**src/rtl/spi_arb_pkg.sv**
```systemverilog
// Shared types and constants for the SPI response arbiter.
package spi_arb_pkg;

    typedef enum logic [1:0] {
        StIdle = 2'd0,
        StWait = 2'd1,
        StHold = 2'd2
    } arb_state_e;

    localparam int unsigned SPI_ARB_MAX_REQ = 8;
    localparam int unsigned SPI_ARB_CNT_W   = 8;

    function automatic logic [SPI_ARB_CNT_W-1:0] sat_inc(input logic [SPI_ARB_CNT_W-1:0] v);
        return (v == '1) ? v : v + SPI_ARB_CNT_W'(1);
    endfunction

endpackage

```
**src/rtl/spi_arb_priority_encoder.sv**
```systemverilog
// Lowest-index-wins one-hot grant over the requester valids, plus a multiple-valid flag.
module spi_arb_priority_encoder #(
    parameter int unsigned NUM_REQ = 3
) (
    input  logic [NUM_REQ-1:0] valid,
    output logic [NUM_REQ-1:0] grant,
    output logic               any_valid,
    output logic               multi_valid
);

    always_comb begin
        // x & -x isolates the lowest set bit
        grant       = valid & (~valid + NUM_REQ'(1));
        any_valid   = |valid;
        multi_valid = |(valid & ~grant);
    end

endmodule

```
**src/rtl/spi_response_arbiter.sv**
```systemverilog
// Arbitrates the SPI response path between NUM_REQ blocks per transaction.
// Optional SPI_ARB_STATUS_EN: STATUS_OPCODE returns a saturating collision+timeout count.
module spi_response_arbiter
    import spi_arb_pkg::*;
#(
    parameter int unsigned NUM_REQ          = 3,
    parameter int unsigned TIMEOUT_CYCLES   = 64,
    parameter logic [7:0]  DEFAULT_RESPONSE = 8'h00,
    parameter logic [7:0]  STATUS_OPCODE    = 8'hDC
) (
    input  logic                    clock_in,
    input  logic                    reset_in,
    input  logic [7:0]              opcode_in,
    input  logic                    opcode_valid_in,
    input  logic [NUM_REQ-1:0][7:0] response_in,
    input  logic [NUM_REQ-1:0]      response_valid_in,
    output logic [7:0]              response_out,
    output logic                    response_valid_out,
    output logic [NUM_REQ-1:0]      grant_out,
    output logic                    collision_out,
    output logic                    timeout_out
);

    localparam int unsigned        TIMER_W    = $clog2(TIMEOUT_CYCLES + 1);
    localparam logic [TIMER_W-1:0] TIMER_LAST = TIMER_W'(TIMEOUT_CYCLES - 1);
    localparam logic [TIMER_W-1:0] TIMER_MAX  = '1;

    arb_state_e         state_q;
    logic [TIMER_W-1:0] timer_q;
    logic               opcode_valid_q;
    logic [7:0]         resp_q;
    logic               resp_valid_q;
    logic [NUM_REQ-1:0] grant_q;
    logic               collision_q;
    logic               timeout_q;

    logic [NUM_REQ-1:0] pe_grant;
    logic               pe_any;
    logic               pe_multi;
    logic [7:0]         win_byte;
    logic [7:0]         own_byte;
    logic               own_valid;

`ifdef SPI_ARB_STATUS_EN
    logic [SPI_ARB_CNT_W-1:0] status_cnt_q;
`else
    logic unused_opcode;
    assign unused_opcode = ^opcode_in;
`endif

    spi_arb_priority_encoder #(
        .NUM_REQ(NUM_REQ)
    ) u_prio (
        .valid      (response_valid_in),
        .grant      (pe_grant),
        .any_valid  (pe_any),
        .multi_valid(pe_multi)
    );

    always_comb begin
        win_byte = '0;
        own_byte = '0;
        for (int i = 0; i < NUM_REQ; i++) begin
            if (pe_grant[i]) win_byte = win_byte | response_in[i];
            if (grant_q[i])  own_byte = own_byte | response_in[i];
        end
        own_valid = |(grant_q & response_valid_in);
    end

    always_ff @(posedge clock_in) begin
        // Tracked through reset so a level already high after reset is not taken as a rise
        opcode_valid_q <= opcode_valid_in;
        if (reset_in) begin
            state_q      <= StIdle;
            timer_q      <= '0;
            resp_q       <= '0;
            resp_valid_q <= 1'b0;
            grant_q      <= '0;
            collision_q  <= 1'b0;
            timeout_q    <= 1'b0;
`ifdef SPI_ARB_STATUS_EN
            status_cnt_q <= '0;
`endif
        end else if (!opcode_valid_in) begin
            state_q      <= StIdle;
            timer_q      <= '0;
            resp_q       <= '0;
            resp_valid_q <= 1'b0;
            grant_q      <= '0;
            collision_q  <= 1'b0;
            timeout_q    <= 1'b0;
        end else begin
            collision_q <= 1'b0;
            timeout_q   <= 1'b0;
            unique case (state_q)
                StIdle: begin
                    if (!opcode_valid_q) begin
                        state_q <= StWait;
                        timer_q <= '0;
                    end
                end
                StWait: begin
                    if (timer_q != TIMER_MAX) timer_q <= timer_q + TIMER_W'(1);
`ifdef SPI_ARB_STATUS_EN
                    if (opcode_in == STATUS_OPCODE) begin
                        resp_q       <= status_cnt_q;
                        resp_valid_q <= 1'b1;
                        grant_q      <= '0;
                        state_q      <= StHold;
                    end else
`endif
                    if (pe_any) begin
                        resp_q       <= win_byte;
                        resp_valid_q <= 1'b1;
                        grant_q      <= pe_grant;
                        collision_q  <= pe_multi;
                        state_q      <= StHold;
`ifdef SPI_ARB_STATUS_EN
                        if (pe_multi) status_cnt_q <= sat_inc(status_cnt_q);
`endif
                    end else if (timer_q == TIMER_LAST) begin
                        resp_q       <= DEFAULT_RESPONSE;
                        resp_valid_q <= 1'b1;
                        grant_q      <= '0;
                        timeout_q    <= 1'b1;
                        state_q      <= StHold;
`ifdef SPI_ARB_STATUS_EN
                        status_cnt_q <= sat_inc(status_cnt_q);
`endif
                    end
                end
                StHold: begin
                    // No owner after timeout or status reply, so the byte stays put
                    if (own_valid) resp_q <= own_byte;
                end
                default: state_q <= StIdle;
            endcase
        end
    end

    assign response_out       = resp_q;
    assign response_valid_out = resp_valid_q;
    assign grant_out          = grant_q;
    assign collision_out      = collision_q;
    assign timeout_out        = timeout_q;

endmodule

```
**config.mk**
```make
export PLATFORM = sky130hd
export DESIGN_NAME = spi_response_arbiter
export DESIGN_NICKNAME = d
export VERILOG_FILES = /design/src/rtl/spi_arb_pkg.sv /design/src/rtl/spi_arb_priority_encoder.sv /design/src/rtl/spi_response_arbiter.sv
export SDC_FILE = /design/constraint.sdc
export NUM_CORES = 1
export LEC_CHECK = 0
export ABC_AREA = 0
export BUFFER_PORTS_ARGS = -buffer_cell sky130_fd_sc_hd__buf_2
export CAP_MARGIN = 30
export CORE_MARGIN = 1.5
export CORE_UTILIZATION = 41
export CTS_CLUSTER_SIZE = 12
export DETAILED_ROUTE_END_ITERATION = 10
export PLACE_DENSITY = 0.71
export SLEW_MARGIN = 20
export SYNTH_ARGS = -nofsm -noshare
export SYNTH_HDL_FRONTEND = slang
export SYNTH_SLANG_ARGS = --single-unit
```
**constraint.sdc**
```tcl
create_clock -name clock_in -period 1.62 [get_ports clock_in]
set_input_delay 0.405 -clock clock_in [delete_from_list [all_inputs] [get_ports clock_in]]
set_output_delay 0.405 -clock clock_in [all_outputs]
set_load 0.01 [all_outputs]
```
# Yosys cells after proc, flatten, opt, wreduce, memory -nomap -nowiden
# Index checks and enable logic that the tools add are counted.
# totals
in_bits	38
reg_bits	24
wordCells	67
# classes
n_addsub	2
n_bitwise	13
reduce_logical	14
muxes	22
n_eq_ne	8
# op_table
cell	n
2-to-1 mux 8 bit	9
OR 8 bit	4
case mux 8 bit (2 select lines)	1
2-to-1 mux 7 bit	2
case mux 7 bit (2 select lines)	1
bitwise AND 3 bit	3
AND reduction 3 bit	3
OR reduction 3 bit	3
adder 7 x 1 -> 7 bit, second input constant	1
== test 7 x 6 -> 1 bit, second input constant	1
inequality test 7 bit, second input constant	1
2-to-1 mux 2 bit	3
2-to-1 mux 3 bit	2
inequality test 2 bit, second input constant	3
inverter 3 bit	2
case mux 2 bit (3 select lines)	1
nonzero test 2 bit	3
OR reduction 6 bit	1
inverter 1 bit	4
OR reduction 4 bit	1
adder 3 x 1 -> 3 bit, second input constant	1
2-to-1 mux 1 bit	3
inequality test 3 bit, second input constant	1
== test 2 x 1 -> 1 bit, second input constant	1
4 further kinds	4

# Depth between registers and ports, before layout
# Gate-level depths: netlist (run 1).
# depth
word_depth	10
ltp_mapped	7

# Modules after synthesis
# Synthesis (run 1) repeated with hierarchy kept, for this count alone.
# unflattened
hier_cells	160
hier_area_um2	1481.4
# modules_own_cells
mod	area_per_inst_um2	n_inst	cells_each	seq_area_each_um2
spi_response_arbiter	1443.9	1	155	480.5
spi_arb_priority_encoder	37.5	1	5	0.0

# Least setup slack after synthesis (run 1)
# No wires, ideal clock.
# synth_path
kind	register to register
startpoint	register timer_q[0]
endpoint	register timer_q[0]
stages_incl_launch_ff	7
slack_ps	166
required_ps	1484
arrival_time_ps	1318
path_cell_list	dfxtp_1 > ha_1 > nand2_1 > o311ai_1 > buf_2 > xor2_1 > nor2_1
# synth_between
elab_chain_len	3
word_cells_on_any_way	6
cone_classes	add/sub: 1; eq/ne: 2; mux: 2; reduce/logical: 1
# synth_rtl
element	line_no	source
start, declared	spi_response_arbiter.sv:29	logic [TIMER_W-1:0] timer_q;
start signal, assigned	spi_response_arbiter.sv:103	if (timer_q != TIMER_MAX) timer_q <= timer_q + TIMER_W'(1);
adder 7 x 1 -> 7 bit or inequality test 7 bit (tied branches)	spi_response_arbiter.sv:103	
2-to-1 mux 7 bit or inequality test 2 bit (tied branches)	-	
case mux 7 bit (2 select lines) or AND reduction 3 bit (tied branches)	-	
# Parallel ways exist; a longest one is shown, timed or not. The select of a mux whose other input is x is not followed.
# A chain may end at the register's enable or synchronous reset.

# Worst setup path in the final report (run 1)
# layout_path
startpoint	register state_q[0]
endpoint	register timer_q[3]
# layout_between
elab_chain_len	3
word_cells_on_any_way	7
cone_classes	eq/ne: 3; mux: 1; reduce/logical: 3
# layout_rtl
element	line_no	source
start, declared	spi_response_arbiter.sv:28	arb_state_e state_q;
start signal, assigned	spi_response_arbiter.sv:74	state_q <= StIdle;
start signal, assigned	spi_response_arbiter.sv:85	state_q <= StIdle;
start signal, assigned	spi_response_arbiter.sv:98	state_q <= StWait;
== test 2 x 1 -> 1 bit or logical NOT 2 bit (tied branches)	spi_response_arbiter.sv:95	unique case (state_q)
inequality test 2 bit (no line) or nonzero test 2 bit (tied branches)	-	
AND reduction 3 bit (no line)	-	
# Parallel ways exist; a longest one is shown, timed or not.

==> metrics, run 1 <==
HP Class=in2reg; WL final=3570 µm; ANT cells=0; TritonCTS clock tree=yes; Slew headroom=75.7%; hold_ws=a little over 0.2 ns; drt via density=5.57; CTS Hold Bufs=0; type of origin of the critical path=flip-flop; Crit Path Class=reg2reg; nets=259; post-synth top area share=34.1%; Remaining Overflow, GRT=0; CORE AREA=0.00331 mm²; Mapped Area=roughly 0.0014 mm²; final core occ=53.8%; H-tree depth=1; Synth Register Bits=24; Clock Latency Late Sink=0.31 ns; total CTS buffers=3; Die Wd=61.6 µm; ys flop type=dfxtp_1; Reg-to-Reg Start=state_q[0]$_SDFFE_PP0P_; Ports=52; Worst R2R End=timer_q[3]$_SDFFE_PP0P_; number of synthesized flops with an enable pin=0; R2R cell count=5; Max IR drop VDD=0.000350 V; row count=21; Initial Util=42.5%; status=completed; Max Clock Skew=0.00396 ns; total power=0.00112 W; # DRC=0; Fmax=about 660 MHz; synthesis warning total=0; Synth area leader=dfxtp_1; vias in the first global route=1,234; post-synthesis sequential area ratio=roughly 34%; Crit path required time=1.88 ns; min Tclk post-route=1.52 ns; first-pass GRT wire length=5590 µm; Clock Tree Buf Depth=2; share of synthesized registers carrying an async set or reset=0%; syn_area_per_cell=8.43 µm²; placed instance area=0.00173 mm²; post-DP HPWL=roughly 2700 µm; unrepaired setup endpoints after global routing=false; count of final hold-check violations=0; Detailed Route Iter0 Violations=97; CP arrival=around 1.8 ns; capture point of the worst path=timer_q[3]$_SDFFE_PP0P_; antenna viol nets, final=0; Netlist cell types=36; CP max FO=11; largest cells by area after synthesis=dfxtp_1 (34%), a222oi_1 (6.4%), a21oi_1 (5.3%); CP startpoint=state_q[0]$_SDFFE_PP0P_; post-synthesis net count=206; die footprint=about 0.0038 mm²; Die H=61.6 µm; Avg WL per Cell=13.5 µm; largest net degree at the start of global routing=14; layout cells sized above 1=36.1%; Slew Viols, Final=0; clock root cell=clkbuf_4; Slew @ Worst Pin=0.365 ns; via count=1,475; post-synthesis instance total=167; power density cells=631 mW/mm²; antenna violations before repair=0; drt pass-1 iters=4; Clock Sinks=24; endpoints failing setup=0; top-count cell post-synth=dfxtp_1; total track usage=between 15 and 20%; Clock Pin Slew Worst Setup and Hold Paths=0.13 ns; routability cong.=0.830; Buffers on Ports=between 40 and 50; Leak=0.736 nW; Worst Setup End Kind=flip-flop; P&R area growth vs syn=26.5%; Filler Cell Count=roughly 340; r2r setup slk=between 0.1 and 0.15 ns; Final period util=93.6%; Final Instance Area=0.00178 mm²; top post-synthesis cells by count=dfxtp_1 (24), nor2_1 (19), a21oi_1 (15), o31ai_1 (10); Max Cap Violations=0
critical path, stage by stage (launching register included):
cell and delay (ns):
dfxtp_1 0.53, nand2b_1 0.17, o311ai_2 0.11, buf_4 0.18, or3_1 0.34, a21oi_1 0.13
cell families (layout without fill, tap and decap cells):
logic type,Yosys count,in the layout,share of synthesized area [%]
AND/OR/NAND/NOR,62,62,24.3
multiplexers,2,2,1.42
adder cells (fa/ha/maj),1,1,0.889
flip-flops,24,24,34.1
XOR/XNOR,1,1,0.622
buffers and inverters,17,69,7.55
AO/OA/AOI/OAI,60,60,31.1
what timing repair did:
action,CTS,global route
setup buffers,0,0
gates resized for setup,0,4
endpoints found under the setup margin,0,14
through the flow:
stage | instances | TNS [ns] | worst slack, ns
finish | 265 | 0 | 0.103
floorplan | 167 | 0 | 0.166
CTS | 265 | 0 | 0.0146
global route | 265 | 0 | 0.0106
detailed placement | 261 | -0.0354 | -0.0127
global placement | 261 | 0 | 0.00310
cells in the final DEF, fill, tap and decap left out, types with 5 or more instances in the layout:
master     n
a21oi_1   15
a221o_1    6
a222oi_1   9
a31oi_1    9
buf_2     43
buf_4     20
dfxtp_1   24
nand2_1    6
nand2b_1   5
nand3_1    5
nor2_1    18
nor2b_1    6
o21ai_0    6
o31ai_1   10
layer usage:
| metal | routed length [µm] | vias up | GRT usage (%) |
|---|---|---|---|
| met2 | 1710 | 55 | 30.2 |
| met3 | 204 | 4 | 2.10 |
| met4 | 44 | 0 | 7.60 |
| li1 | - | 738 | - |
| met1 | 1610 | 678 | 26.8 |
| met5 | 0 | - | 0 |
sequential cells by signal, indices dropped and copies added, names as in the netlist:
register            count
collision_out           1
timer_q                 7
opcode_valid_q          1
response_valid_out      1
state_q                 2
response_out            8
timeout_out             1
grant_out               3
where the power goes:
group	internal (W)	switching [W]
Sequential	0.000600	0.00000889
Combinational	0.0000991	0.0000979
Clock	0.000137	0.000181
Total	0.000836	0.000288
how the worst min path moves through the flow:
stage | slack (ns) | from | endpoint | cells after the start
final | 0.20 | opcode_valid_in | opcode_valid_q$_DFF_P_ | 1
after global routing | 0.18 | opcode_valid_in | opcode_valid_q$_DFF_P_ | 1
after CTS | 0.19 | opcode_valid_in | opcode_valid_q$_DFF_P_ | 1
after detailed placement | 0.46 | response_valid_out$_SDFFE_PP0P_ | response_valid_out$_SDFFE_PP0P_ | 2
after global placement | 0.45 | response_valid_out$_SDFFE_PP0P_ | response_valid_out$_SDFFE_PP0P_ | 2
after floorplan | 0.43 | opcode_valid_in | opcode_valid_q$_DFF_P_ | 0
area by class of cell:
type	instances	area, µm²	share of cell area (%)
Clock buffer	4	36.3	2.04
Inverter	2	7.51	0.422
Multi-Input combinational cell	126	833	46.8
Sequential cell	24	480	27.0
Tap cell	46	57.6	3.23
Timing Repair Buffer	63	365	20.5
Note: power is estimated with default switching activity, not from simulation.
==> run 2, diff against run 1 <==
==> constraint.sdc (replaced) <==
create_clock -name clock_in -period 1.62 [get_ports clock_in]
set_input_delay 0.081 -clock clock_in [delete_from_list [all_inputs] [get_ports clock_in]]
set_output_delay 0.081 -clock clock_in [all_outputs]
set_load 0.01 [all_outputs]
==> run 2 against run 1 <==
Effect of this change: critical path depth unchanged; routed wire length increased by 5.7%; clock skew increased by 0.0079 ns; sequential share of layout area decreased by 0.28 points; critical path type unchanged; combinational power about the same; total power increased by 11%; register-to-register slack improved by 0.03 ns; die area unchanged.
==> metrics, run 2 (synthesis results as in run 1) <==
status=completed; Clock Tree Buf Depth=2; power density cells=696 mW/mm²; path length in cells of the critical path=5; max FFs per register=8; total power=0.00125 W; Die H=approximately 62 µm; # Post-CTS Setup Buffers=0; delay-heaviest family, CP=simple AND/OR/NAND/NOR gates; HP Class=in2reg; unrepaired setup endpoints after global routing=false; Final period util=91.9%; Max Cap Violations=0; Detailed Route Iter0 Violations=118; Initial Util=42.5%; antenna viol nets, final=0; highest-delay cell along the critical path=dfxtp_1; Die Wd=61.6 µm; Slew Viols, Final=0; Max IR drop VDD=approximately 0.00036 V; CP arrival=1.70 ns; Ports=between 50 and 60; clock root cell=clkbuf_4; Slew headroom=roughly three quarters; antenna violations before repair=0; Clock Sinks=24; WL final=about 3800 µm; CP max FO=6; post-DP HPWL=2730 µm; Clock Latency Late Sink=0.32 ns; R2R cell count=5; layout cells sized above 1=35.6%; min Tclk post-route=roughly 1.5 ns; Remaining Overflow, GRT=0; Fmax=roughly 670 MHz; Avg WL per Cell=roughly 14 µm; Buffers on Ports=43; setup TNS=0 ns; commonest non-fill, non-tap cell in the layout=buf_2; H-tree depth=1; Crit Path Class=reg2reg; TritonCTS clock tree=yes; ANT cells=0; type of origin of the critical path=flip-flop; via count=1,489; Clock Pin Slew Worst Setup and Hold Paths=0.15 ns; CP bufs+invs=1; # DRC=0; total CTS buffers=3; routability cong.=about 0.80; Max Clock Skew=between 0.01 and 0.015 ns; vias in the first global route=1,287; largest net degree at the start of global routing=15; row count=21; final non-filler cell total=265; Leak=0.743 nW; placed cells=260; CP Cell Sequence=nand3_1 -> buf_4 -> or3_1 -> a31oi_1 -> nor3_1; total track usage=20.6%; Hold Path Depth=3; Crit path required time=between 1.5 and 2 ns; count of final hold-check violations=0; most frequent cells in the layout=buf_2 (43), dfxtp_1 (24), nor2_1 (19), buf_4 (19), a21oi_1 (15); Slew @ Worst Pin=~0.36 ns; slowest stage delay, CP=about 0.44 ns; drt via density=~5.6; first-pass GRT wire length=~6000 µm; CORE AREA=around 0.0033 mm²; Filler Cell Count=roughly 340; nets=approximately 260; P&R area growth vs syn=27.8%; endpoints failing setup=0; Worst Setup End Kind=flip-flop; drt pass-1 iters=4; die footprint=0.00379 mm²
## run 2: repair_timing
| item | 4_1_cts | 5_1_grt |
|---|---|---|
| gates resized for setup | 0 | 4 |
| hold endpoints to repair | 1 | 0 |
| endpoints found under the setup margin | 0 | 14 |
| hold buffers | 1 | 0 |
## run 2: stage by stage
step	worst slack (ns)	utilization, %	cell area (µm²)	hold slack [ns]
after floorplan	0.166	-	1410	0.109
after global placement	0.0551	52.1	1720	0.209
after detailed placement	0.0385	52.1	1720	0.214
after CTS	0.00875	54.0	1790	0.0675
after global routing	0.0156	54.3	1800	0.0563
final	0.131	54.3	1800	0.0760
## run 2: layer usage
layer  GRT usage (%)  up-vias  wire length [µm]
met5               0        -                 0
met4            7.90        0                29
met3            1.68        2               171
met2            32.2       42              1900
met1            29.4      706              1670
li1                -      739                 -
## run 2: area by class of cell
class                           instances  area, µm²  share of cell area, %
Multi-Input combinational cell        126        833                   46.3
Sequential cell                        24        480                   26.7
Clock inverter                          1       30.0                   1.67
Tap cell                               46       57.6                   3.20
Inverter                                2       7.51                  0.417
Clock buffer                            3       22.5                   1.25
Timing Repair Buffer                   63        368                   20.4
## run 2: worst min-delay path, stage by stage
cell and delay, ns:
buf_2 0.15, nand3_1 0.08, a21oi_1 0.06
## run 2: worst paths after layout
check	slack (ns)	endpoint	startpoint
max	0.13	state_q[0]$_SDFFE_PP0P_	timer_q[2]$_SDFFE_PP0P_
min	0.08	grant_out[2]$_SDFFE_PP0P_	response_valid_in[2]
max reg2reg	0.13	state_q[0]$_SDFFE_PP0P_	timer_q[2]$_SDFFE_PP0P_
min reg2reg	0.49	response_valid_out$_SDFFE_PP0P_	response_valid_out$_SDFFE_PP0P_
## run 2: power breakdown
part / total, W / internal (W) / switching (W)
logic: 0.000200 / 0.0000990 / 0.000101
clock network: 0.000443 / 0.000250 / 0.000193
registers: 0.000608 / 0.000600 / 0.00000791
